$ cat config.mk
export PLATFORM = sky130hd
export DESIGN_NAME = move_place_ctrl
export DESIGN_NICKNAME = d
export VERILOG_FILES = /design/src/rtl/move_place_ctrl.sv
export SDC_FILE = /design/constraint.sdc
export NUM_CORES = 1
export LEC_CHECK = 0
export ABC_AREA = 1
export CORE_AREA = 2 2 278 280
export CTS_BUF_LIST = sky130_fd_sc_hd__clkbuf_8
export CTS_CLUSTER_DIAMETER = 150
export DETAILED_ROUTE_END_ITERATION = 8
export DIE_AREA = 0 0 280 282
export HOLD_SLACK_MARGIN = 0.06
export REMOVE_ABC_BUFFERS = 1
export SLEW_MARGIN = 20
export SYNTH_ARGS = -nofsm -noshare
export SYNTH_HDL_FRONTEND = slang
export SYNTH_SLANG_ARGS = --single-unit
$ cat constraint.sdc
create_clock -name clk -period 9.2 [get_ports clk]
set_clock_uncertainty 0.05 [all_clocks]
set_input_delay 2.76 -clock clk [delete_from_list [all_inputs] [get_ports clk]]
set_output_delay 2.76 -clock clk [all_outputs]
set_load 0.1 [all_outputs]
$ cat src/rtl/move_place_ctrl.sv
// move_place_ctrl: move-placement controller for a 15x15 gobang board.
// Validates placement requests and holds the black and white stone
// bitmaps. It alternates turns and hands each legal move to the direction
// win checkers. It records the verdict as a win or a draw on a full board.
//
// Ports:
//   clk, rst            clock, synchronous active-high reset
//   new_game            synchronous restart (clears board, counters, result)
//   place_req, row, col placement request at cursor (row, col)
//   win_in              combined verdict of the direction win checkers
//   black_ch, white_ch  stone bitmaps, bit row*15+col
//   chk_row, chk_col    coordinates of the last legal move
//   chk_ch              bitmap of the side that made the last legal move
//   chk_valid           high in the cycle win_in is sampled
//   turn                side to move (0 black, 1 white)
//   busy                state is not IDLE
//   illegal             one-cycle pulse on a rejected request
//   move_count          stones on the board
//   game_over, winner   result (00 none, 01 black, 10 white, 11 draw)
module move_place_ctrl (
    input  logic         clk,
    input  logic         rst,
    input  logic         new_game,
    input  logic         place_req,
    input  logic [3:0]   row,
    input  logic [3:0]   col,
    input  logic         win_in,
    output logic [224:0] black_ch,
    output logic [224:0] white_ch,
    output logic [3:0]   chk_row,
    output logic [3:0]   chk_col,
    output logic [224:0] chk_ch,
    output logic         chk_valid,
    output logic         turn,
    output logic         busy,
    output logic         illegal,
    output logic [7:0]   move_count,
    output logic         game_over,
    output logic [1:0]   winner
);

    localparam int unsigned SIDE  = 15;
    localparam int unsigned CELLS = SIDE * SIDE;
    localparam int unsigned IW    = 8;
    localparam int unsigned CW    = 8;

    typedef enum logic [1:0] {
        IDLE  = 2'd0,
        CHECK = 2'd1,
        DONE  = 2'd2
    } state_t;

    state_t state;
    state_t state_next;

    logic [IW-1:0]    idx;
    logic             in_range;
    logic [CELLS-1:0] cell_mask;
    logic             cell_taken;
    logic             legal;
    logic             board_full;

    // Request decode: cell index, one-hot cell mask and legality.
    // An out-of-range index shifts the mask to all zeros, so no
    // out-of-range bit select is needed.
    always_comb begin
        idx        = '0;
        in_range   = 1'b0;
        cell_mask  = '0;
        cell_taken = 1'b0;
        legal      = 1'b0;
        in_range   = (row < 4'(SIDE)) && (col < 4'(SIDE));
        idx        = IW'(row) * IW'(SIDE) + IW'(col);
        cell_mask  = CELLS'(1) << idx;
        cell_taken = |((black_ch | white_ch) & cell_mask);
        legal      = in_range && !cell_taken;
    end

    assign board_full = (move_count == CW'(CELLS));

    // State register.
    always_ff @(posedge clk) begin
        if (rst) begin
            state <= IDLE;
        end else begin
            state <= state_next;
        end
    end

    // Next-state logic; new_game overrides everything except reset.
    always_comb begin
        state_next = state;
        case (state)
            IDLE: begin
                if (place_req && legal) begin
                    state_next = CHECK;
                end
            end
            CHECK: begin
                if (win_in || board_full) begin
                    state_next = DONE;
                end else begin
                    state_next = IDLE;
                end
            end
            DONE: begin
                state_next = DONE;
            end
            default: begin
                state_next = IDLE;
            end
        endcase
        if (new_game) begin
            state_next = IDLE;
        end
    end

    // Decoded outputs. In CHECK and DONE the turn has not yet toggled, so
    // it still names the mover.
    always_comb begin
        busy   = 1'b0;
        chk_ch = '0;
        busy   = (state != IDLE);
        if (state == CHECK || state == DONE) begin
            chk_ch = turn ? white_ch : black_ch;
        end
    end

    // Board, move bookkeeping and verdict registers.
    always_ff @(posedge clk) begin
        if (rst || new_game) begin
            black_ch   <= '0;
            white_ch   <= '0;
            chk_row    <= '0;
            chk_col    <= '0;
            chk_valid  <= 1'b0;
            turn       <= 1'b0;
            illegal    <= 1'b0;
            move_count <= '0;
            game_over  <= 1'b0;
            winner     <= 2'b00;
        end else begin
            illegal   <= 1'b0;
            chk_valid <= 1'b0;
            case (state)
                IDLE: begin
                    if (place_req) begin
                        if (legal) begin
                            if (turn) begin
                                white_ch <= white_ch | cell_mask;
                            end else begin
                                black_ch <= black_ch | cell_mask;
                            end
                            chk_row    <= row;
                            chk_col    <= col;
                            move_count <= move_count + CW'(1);
                            chk_valid  <= 1'b1;
                        end else begin
                            illegal <= 1'b1;
                        end
                    end
                end
                CHECK: begin
                    if (win_in) begin
                        winner    <= {turn, ~turn};
                        game_over <= 1'b1;
                    end else if (board_full) begin
                        winner    <= 2'b11;
                        game_over <= 1'b1;
                    end else begin
                        turn <= ~turn;
                    end
                end
                default: begin
                end
            endcase
        end
    end

endmodule

==> results of run 1 <==
[cells by family after synthesis]
kind of cell    synth area share
compound gates            0.1721
simple gates              0.2979
fa+ha+maj                0.01561
xor+xnor                0.001918
flops                     0.3463
buf+inv                   0.1662
[worst min-delay path: stages, from the launching register on]
cell	delay [ns]
dfxtp_1	0.31
nand2_1	0.06
a21oi_1	0.05
[metal layers]
metal | wire (um) | global-route usage
met4 | 5890 | 0.1396
met3 | 7813 | 0.04881
met5 | 13 | 0
met1 | 53440 | 0.3915
met2 | 59930 | 0.4968
[through the flow]
step	total power, mW	cells	worst slack [ns]
6_report	5.582	5939	0.8152
5_1_grt	5.777	5939	0.4388
4_1_cts	5.594	5937	0.9135
3_5_place_dp	3.527	5773	0.1641
3_3_place_gp	3.525	5773	0.1505
2_1_floorplan	2.874	3996	-25.19
[power breakdown]
group	total (mW)	switching, mW	internal (mW)	leakage [nW]
Combinational	1.44	1.14	0.296	10.3
Clock	2.07	0.990	1.08	1.06
Sequential	2.07	0.00946	2.06	3.82
[area by class of cell]
cell class,count,share of cell area
Inverter,802,0.08168
Clock buffer,110,0.04088
Clock inverter,54,0.007128
Multi-Input combinational cell,2720,0.3624
Timing Repair Buffer,800,0.2185
Tap cell,978,0.03304
Sequential cell,474,0.2563
Antenna cell,1,0.00006756
[final timing paths]
kind | startpoint | cells past startpoint | slack, ns | end
setup reg to reg | turn | 5 | 6.10 | black_ch[145]
setup / recovery | row[0] | 27 | 0.82 | white_ch[37]
hold / removal | chk_col[1] | 2 | 0.42 | chk_col[1]
hold reg to reg | chk_col[1] | 2 | 0.42 | chk_col[1]
[sequential cells by signal (all words and copies together), names as in the netlist]
signal and cells:
black_ch 225, white_ch 225, move_count 8, chk_col 4, chk_row 4, state 2
winner 2, chk_valid 1, game_over 1, illegal 1, turn 1
[cell usage in the layout, fill, tap and decap left out]
cell type	count
nand4_1	373
nor4_1	36
dfxtp_4	1
nor2_2	1
o21ai_0	235
nor3_1	23
diode_2	1
nand2_2	5
nor2_4	1
clkinv_2	10
inv_2	10
clkdlybuf4s50_1	709
dfxtp_1	473
xnor2_1	1
nand2_1	415
inv_8	3
nand3_2	2
o21ai_1	4
ha_4	1
a31oi_1	2
nor2_8	1
nand2_4	2
inv_1	829
nand3_1	418
clkbuf_8	110
fa_1	7
buf_12	25
a21oi_1	701
clkinv_8	3
nand2_8	2
nor2_1	463
clkinvlp_4	1
xor2_1	5
ha_1	22
buf_4	66
==> flow_metrics.env, run 1 <==
export IMPL_status="finished clean"
export IMPL_ys_top_cells_by_area="dfxtp_1 (35%), a21oi_1 (13%), inv_1 (11%)"
export IMPL_synth_top_area_share=0.3463
export IMPL_port_buffers=710
export IMPL_start_util=0.3620
export IMPL_vias=32081
export IMPL_clock_sinks=474
export IMPL_fp_dieArea_sq_um=78960
export IMPL_cp_max_fo=93
export IMPL_maxCapViolCount=0
export IMPL_worst_ep_required_time_ns=9.75
export IMPL_cpMaxStageDelayCell="fa_1"
export IMPL_netlist_instances=4340
export IMPL_critPathTopFamily="simple AND/OR/NAND/NOR gates"
export IMPL_ys_async_sr_fraction=0
export IMPL_crit_top_cell="nand2_1"
export IMPL_crit_arrival_ns=8.94
export IMPL_htreeDepth=3
export IMPL_die_width_um=280
export IMPL_drtAntennaViolNets=0
export IMPL_critPathBufInv=6
export IMPL_grt_pass1_wl_um=185300
export IMPL_cts_max_path_buffers=3
export IMPL_core_area_sq_um=75700
export IMPL_multi_input_area_sq_um=13420
export IMPL_ioPinCount=711
export IMPL_synth_area_per_cell_sq_um=6.315
export IMPL_grt_max_degree=166
export IMPL_syn_area_sq_um=27410
export IMPL_cp_end_kind="flip-flop"
export IMPL_synth_commonest_cells="inv_1 (790), a21oi_1 (701), dfxtp_1 (474), nor2_1 (464), nand3_1 (418)"
export IMPL_rsz0062_at_grt="false"
export IMPL_p_leak_nw=15.15
export IMPL_die_height_um=282
export IMPL_worstSetupStartpointType="input pin"
export IMPL_critPathKind="input pin to flip-flop"
export IMPL_synth_edf_count=0
export IMPL_cts_tree="built"
export IMPL_drt_iter0_drc=2921
export IMPL_nets=4931
export IMPL_grt_pass1_vias=29110
export IMPL_clk_pin_slew_worst_paths_ns=0.06
export IMPL_fin_crit_ns=8.385
export IMPL_seq_area_sq_um=9493
export IMPL_design_area_sq_um=37040
export IMPL_drive_gt1_frac=0.04919
export IMPL_cts_root_buf="clkbuf_8"
export IMPL_routed_wl_um=127100
export IMPL_yosysUniqueCellTypes=26
export IMPL_cts_buffers_inserted=90
export IMPL_finish_utilization=0.4893
export IMPL_finalHoldWorstSlack_ns=0.4160
export IMPL_ys_seq_area_frac=0.3463
export IMPL_setup_tns_final_ns=0
export IMPL_critPathMaxStageDelay_ns=0.62
export IMPL_grt_use_total=0.3035
export IMPL_vias_per_cell=5.402
export IMPL_vdd_ir_drop_max_v=0.00009685
export IMPL_tightest_slew_ns=1.184
export IMPL_dr_pass1_iters=6
export IMPL_synth_largest_area_cell="dfxtp_1"
export IMPL_clk_latency_ns=0.70
export IMPL_hold_viol=0
export IMPL_placed_area_sq_um=35240
export IMPL_fillers=7714
export IMPL_ys_flop_type="dfxtp_1"
export IMPL_place_gp_congestion=0.9128
export IMPL_synth_seq_cells=474
export IMPL_ctsResizeCount=0
export IMPL_routedWlPerCell_um=21.40
export IMPL_hold_class="flip-flop to flip-flop"
export IMPL_powerDensity_nw_per_um2=150.7
export IMPL_hold_buffers=0
export IMPL_yosys_warnings=0
export IMPL_fmax_ghz=0.1193
export IMPL_drc_errors=0
export IMPL_post_cts_buffers=0
export IMPL_setup_viol=0
export IMPL_yosysMostFrequentCell="inv_1"
export IMPL_grt_ovfl_total=0
export IMPL_row_count=101
export IMPL_area_growth_pct=35.15
export IMPL_slew_violations=0
export IMPL_hpwl_um=91370
export IMPL_antenna_found_initial=2
export IMPL_fin_crit_sh=0.9114
export IMPL_slew_headroom=0.2082
No activity file was read; power rests on OpenSTA's default activity.
==> run 2, diff against run 1 <==
Settings changed: CORE_AREA 2 2 278 280 to 2 2 281 283, CTS_BUF_LIST sky130_fd_sc_hd__clkbuf_8 to sky130_fd_sc_hd__clkbuf_16, DIE_AREA 0 0 280 282 to 0 0 283 285, RECOVER_POWER set to 50.
==> run 2 against run 1 <==
Compared with the run above: maximum frequency grew 0.36%; via count is 1.8% lower; power increased by 0.27%; clock power about the same; combinational power barely moved; the flow now finishes with violations (capacitance limit, slew limit); final cell count up 0.32%; sequential power barely moved; non-clock buffer count up 11; critical path depth increased by 3.
==> flow_metrics.env, run 2 (synthesis results as in run 1) <==
export IMPL_status="finished, violations left"
export IMPL_violations="capacitance limit, slew limit"
export IMPL_finalPower_mw=5.597
export IMPL_cpMaxStageDelayCell="fa_1"
export IMPL_grt_pass1_vias=28489
export IMPL_cts_tree="built"
export IMPL_drc_errors=0
export IMPL_vdd_ir_drop_max_v=0.0001291
export IMPL_vias_per_cell=5.286
export IMPL_fillers=8120
export IMPL_routedWlPerCell_um=20.78
export IMPL_grt_use_total=0.2884
export IMPL_maxCapViolCount=3
export IMPL_clock_sinks=474
export IMPL_clk_latency_ns=0.61
export IMPL_hpwl_um=89730
export IMPL_fin_crit_sh=0.9081
export IMPL_fmax_ghz=0.1197
export IMPL_num_antenna_cells=0
export IMPL_place_ws_ns=0.2831
export IMPL_cts_max_path_buffers=3
export IMPL_slew_headroom=-2.218
export IMPL_crit_arrival_ns=8.57
export IMPL_place_gp_congestion=0.8937
export IMPL_setup_ws_ns=0.8452
export IMPL_final_common_cell="inv_1"
export IMPL_cts_buffers_inserted=56
export IMPL_rsz0062_at_grt="false"
export IMPL_dp_cells=5856
export IMPL_grt_ovfl_total=0
export IMPL_hold_class="flip-flop to flip-flop"
export IMPL_start_util=0.3515
export IMPL_reg_largest_list="black_ch (225), white_ch (225), move_count (8)"
export IMPL_mostFrequentLayoutCells="inv_1 (804), a21oi_1 (701), dlygate4sd3_1 (580), dfxtp_1 (473), nor2_1 (463)"
export IMPL_die_width_um=283
export IMPL_fin_crit_ns=8.355
export IMPL_slew_violations=347
export IMPL_area_growth_pct=35.43
export IMPL_setup_tns_final_ns=0
export IMPL_crit_top_cell="nand2_1"
export IMPL_worst_ep_required_time_ns=9.42
export IMPL_htreeDepth=2
export IMPL_p_leak_nw=17.09
export IMPL_tightest_slew_ns=4.828
export IMPL_cp_max_fo=51
export IMPL_fp_dieArea_sq_um=80660
export IMPL_critPathKind="input pin to flip-flop"
export IMPL_drtAntennaViolNets=0
export IMPL_die_height_um=285
export IMPL_port_buffers=710
export IMPL_ctsResizeCount=0
export IMPL_worstSetupStartpointType="input pin"
export IMPL_core_area_sq_um=77970
export IMPL_hold_viol=0
export IMPL_nets=4908
export IMPL_drt_iter0_drc=2679
export IMPL_powerDensity_nw_per_um2=150.8
export IMPL_ioPinCount=711
export IMPL_cp_end_kind="flip-flop"
export IMPL_post_cts_buffers=0
export IMPL_critPathMaxStageDelay_ns=0.63
export IMPL_cts_root_buf="clkbuf_16"
export IMPL_dr_pass1_iters=6
export IMPL_setup_viol=0
export IMPL_row_count=103
export IMPL_antenna_found_initial=1
export IMPL_hold_buffers=0
export IMPL_drive_gt1_frac=0.04034
export IMPL_grt_pass1_wl_um=182300
export IMPL_clk_pin_slew_worst_paths_ns=0.06
export IMPL_finalNonFillerCells=5958
export IMPL_routed_wl_um=123800
export IMPL_grt_max_degree=224
export IMPL_vias=31493
run 2: cell types whose count changed in the layout (fill, tap and decap cells not counted), moves of 3 or more:
cell,previous run,this run
dlygate4sd3_1,0,580
clkbuf_8,110,0
clkinv_8,3,0
buf_12,25,28
clkbuf_16,0,57
clkdlybuf4s50_1,709,129
inv_1,829,804
clkinv_1,0,17
buf_4,66,69
run 2: worst paths after layout:
check                           startpoint            end  slack (ns)  depth (start not counted)
worst max-delay path                row[0]  white_ch[165]        0.85                         30
worst min-delay path            chk_col[3]     chk_col[3]        0.41                          2
worst max register to register        turn   black_ch[40]        5.36                          5
worst min register to register  chk_col[3]     chk_col[3]        0.41                          2
run 2: power breakdown:
part	switching, mW	leakage (nW)	internal [mW]
logic	1.15	12.4	0.307
clock network	0.936	0.857	1.14
registers	0.00818	3.82	2.06
run 2: critical path, delay by kind of cell:
family	cells	cell delay [ns]
buffers and inverters	7	1.55
adders and majority gates	4	1.97
AOI/OAI and AO/OA	1	0.08
and+or+nand+nor	18	2.10
run 2: routing by layer:
metal / part of all wire / track usage / vias to the layer above
li1: - / - / 15312
met1: 0.43 / 0.3781 / 14823
met2: 0.47 / 0.4831 / 1145
met3: 0.059 / 0.03864 / 213
met4: 0.042 / 0.1064 / 0
met5: 0 / 0 / -
run 2: per-stage QoR:
step | hold WS, ns | area (sq um) | util
final | 0.4147 | 37110 | 0.4760
after global routing | 0.4471 | 37110 | 0.4760
after CTS | 0.4177 | 37100 | 0.4759
after detailed placement | 0.4101 | 35460 | 0.4548
after global placement | 0.4089 | 35460 | 0.4548
after floorplan | 0.5196 | 25860 | -
run 2: area by class of cell:
cell class / instances / area (sq um) / area share
clock inverter: 44 / 220.2 / 0.005933
multi-input combinational: 2720 / 13420 / 0.3617
inverter: 802 / 3018 / 0.08131
tap: 1050 / 1314 / 0.03540
sequential: 474 / 9493 / 0.2558
clock buffer: 57 / 1426 / 0.03843
timing repair buffer: 811 / 8220 / 0.2215
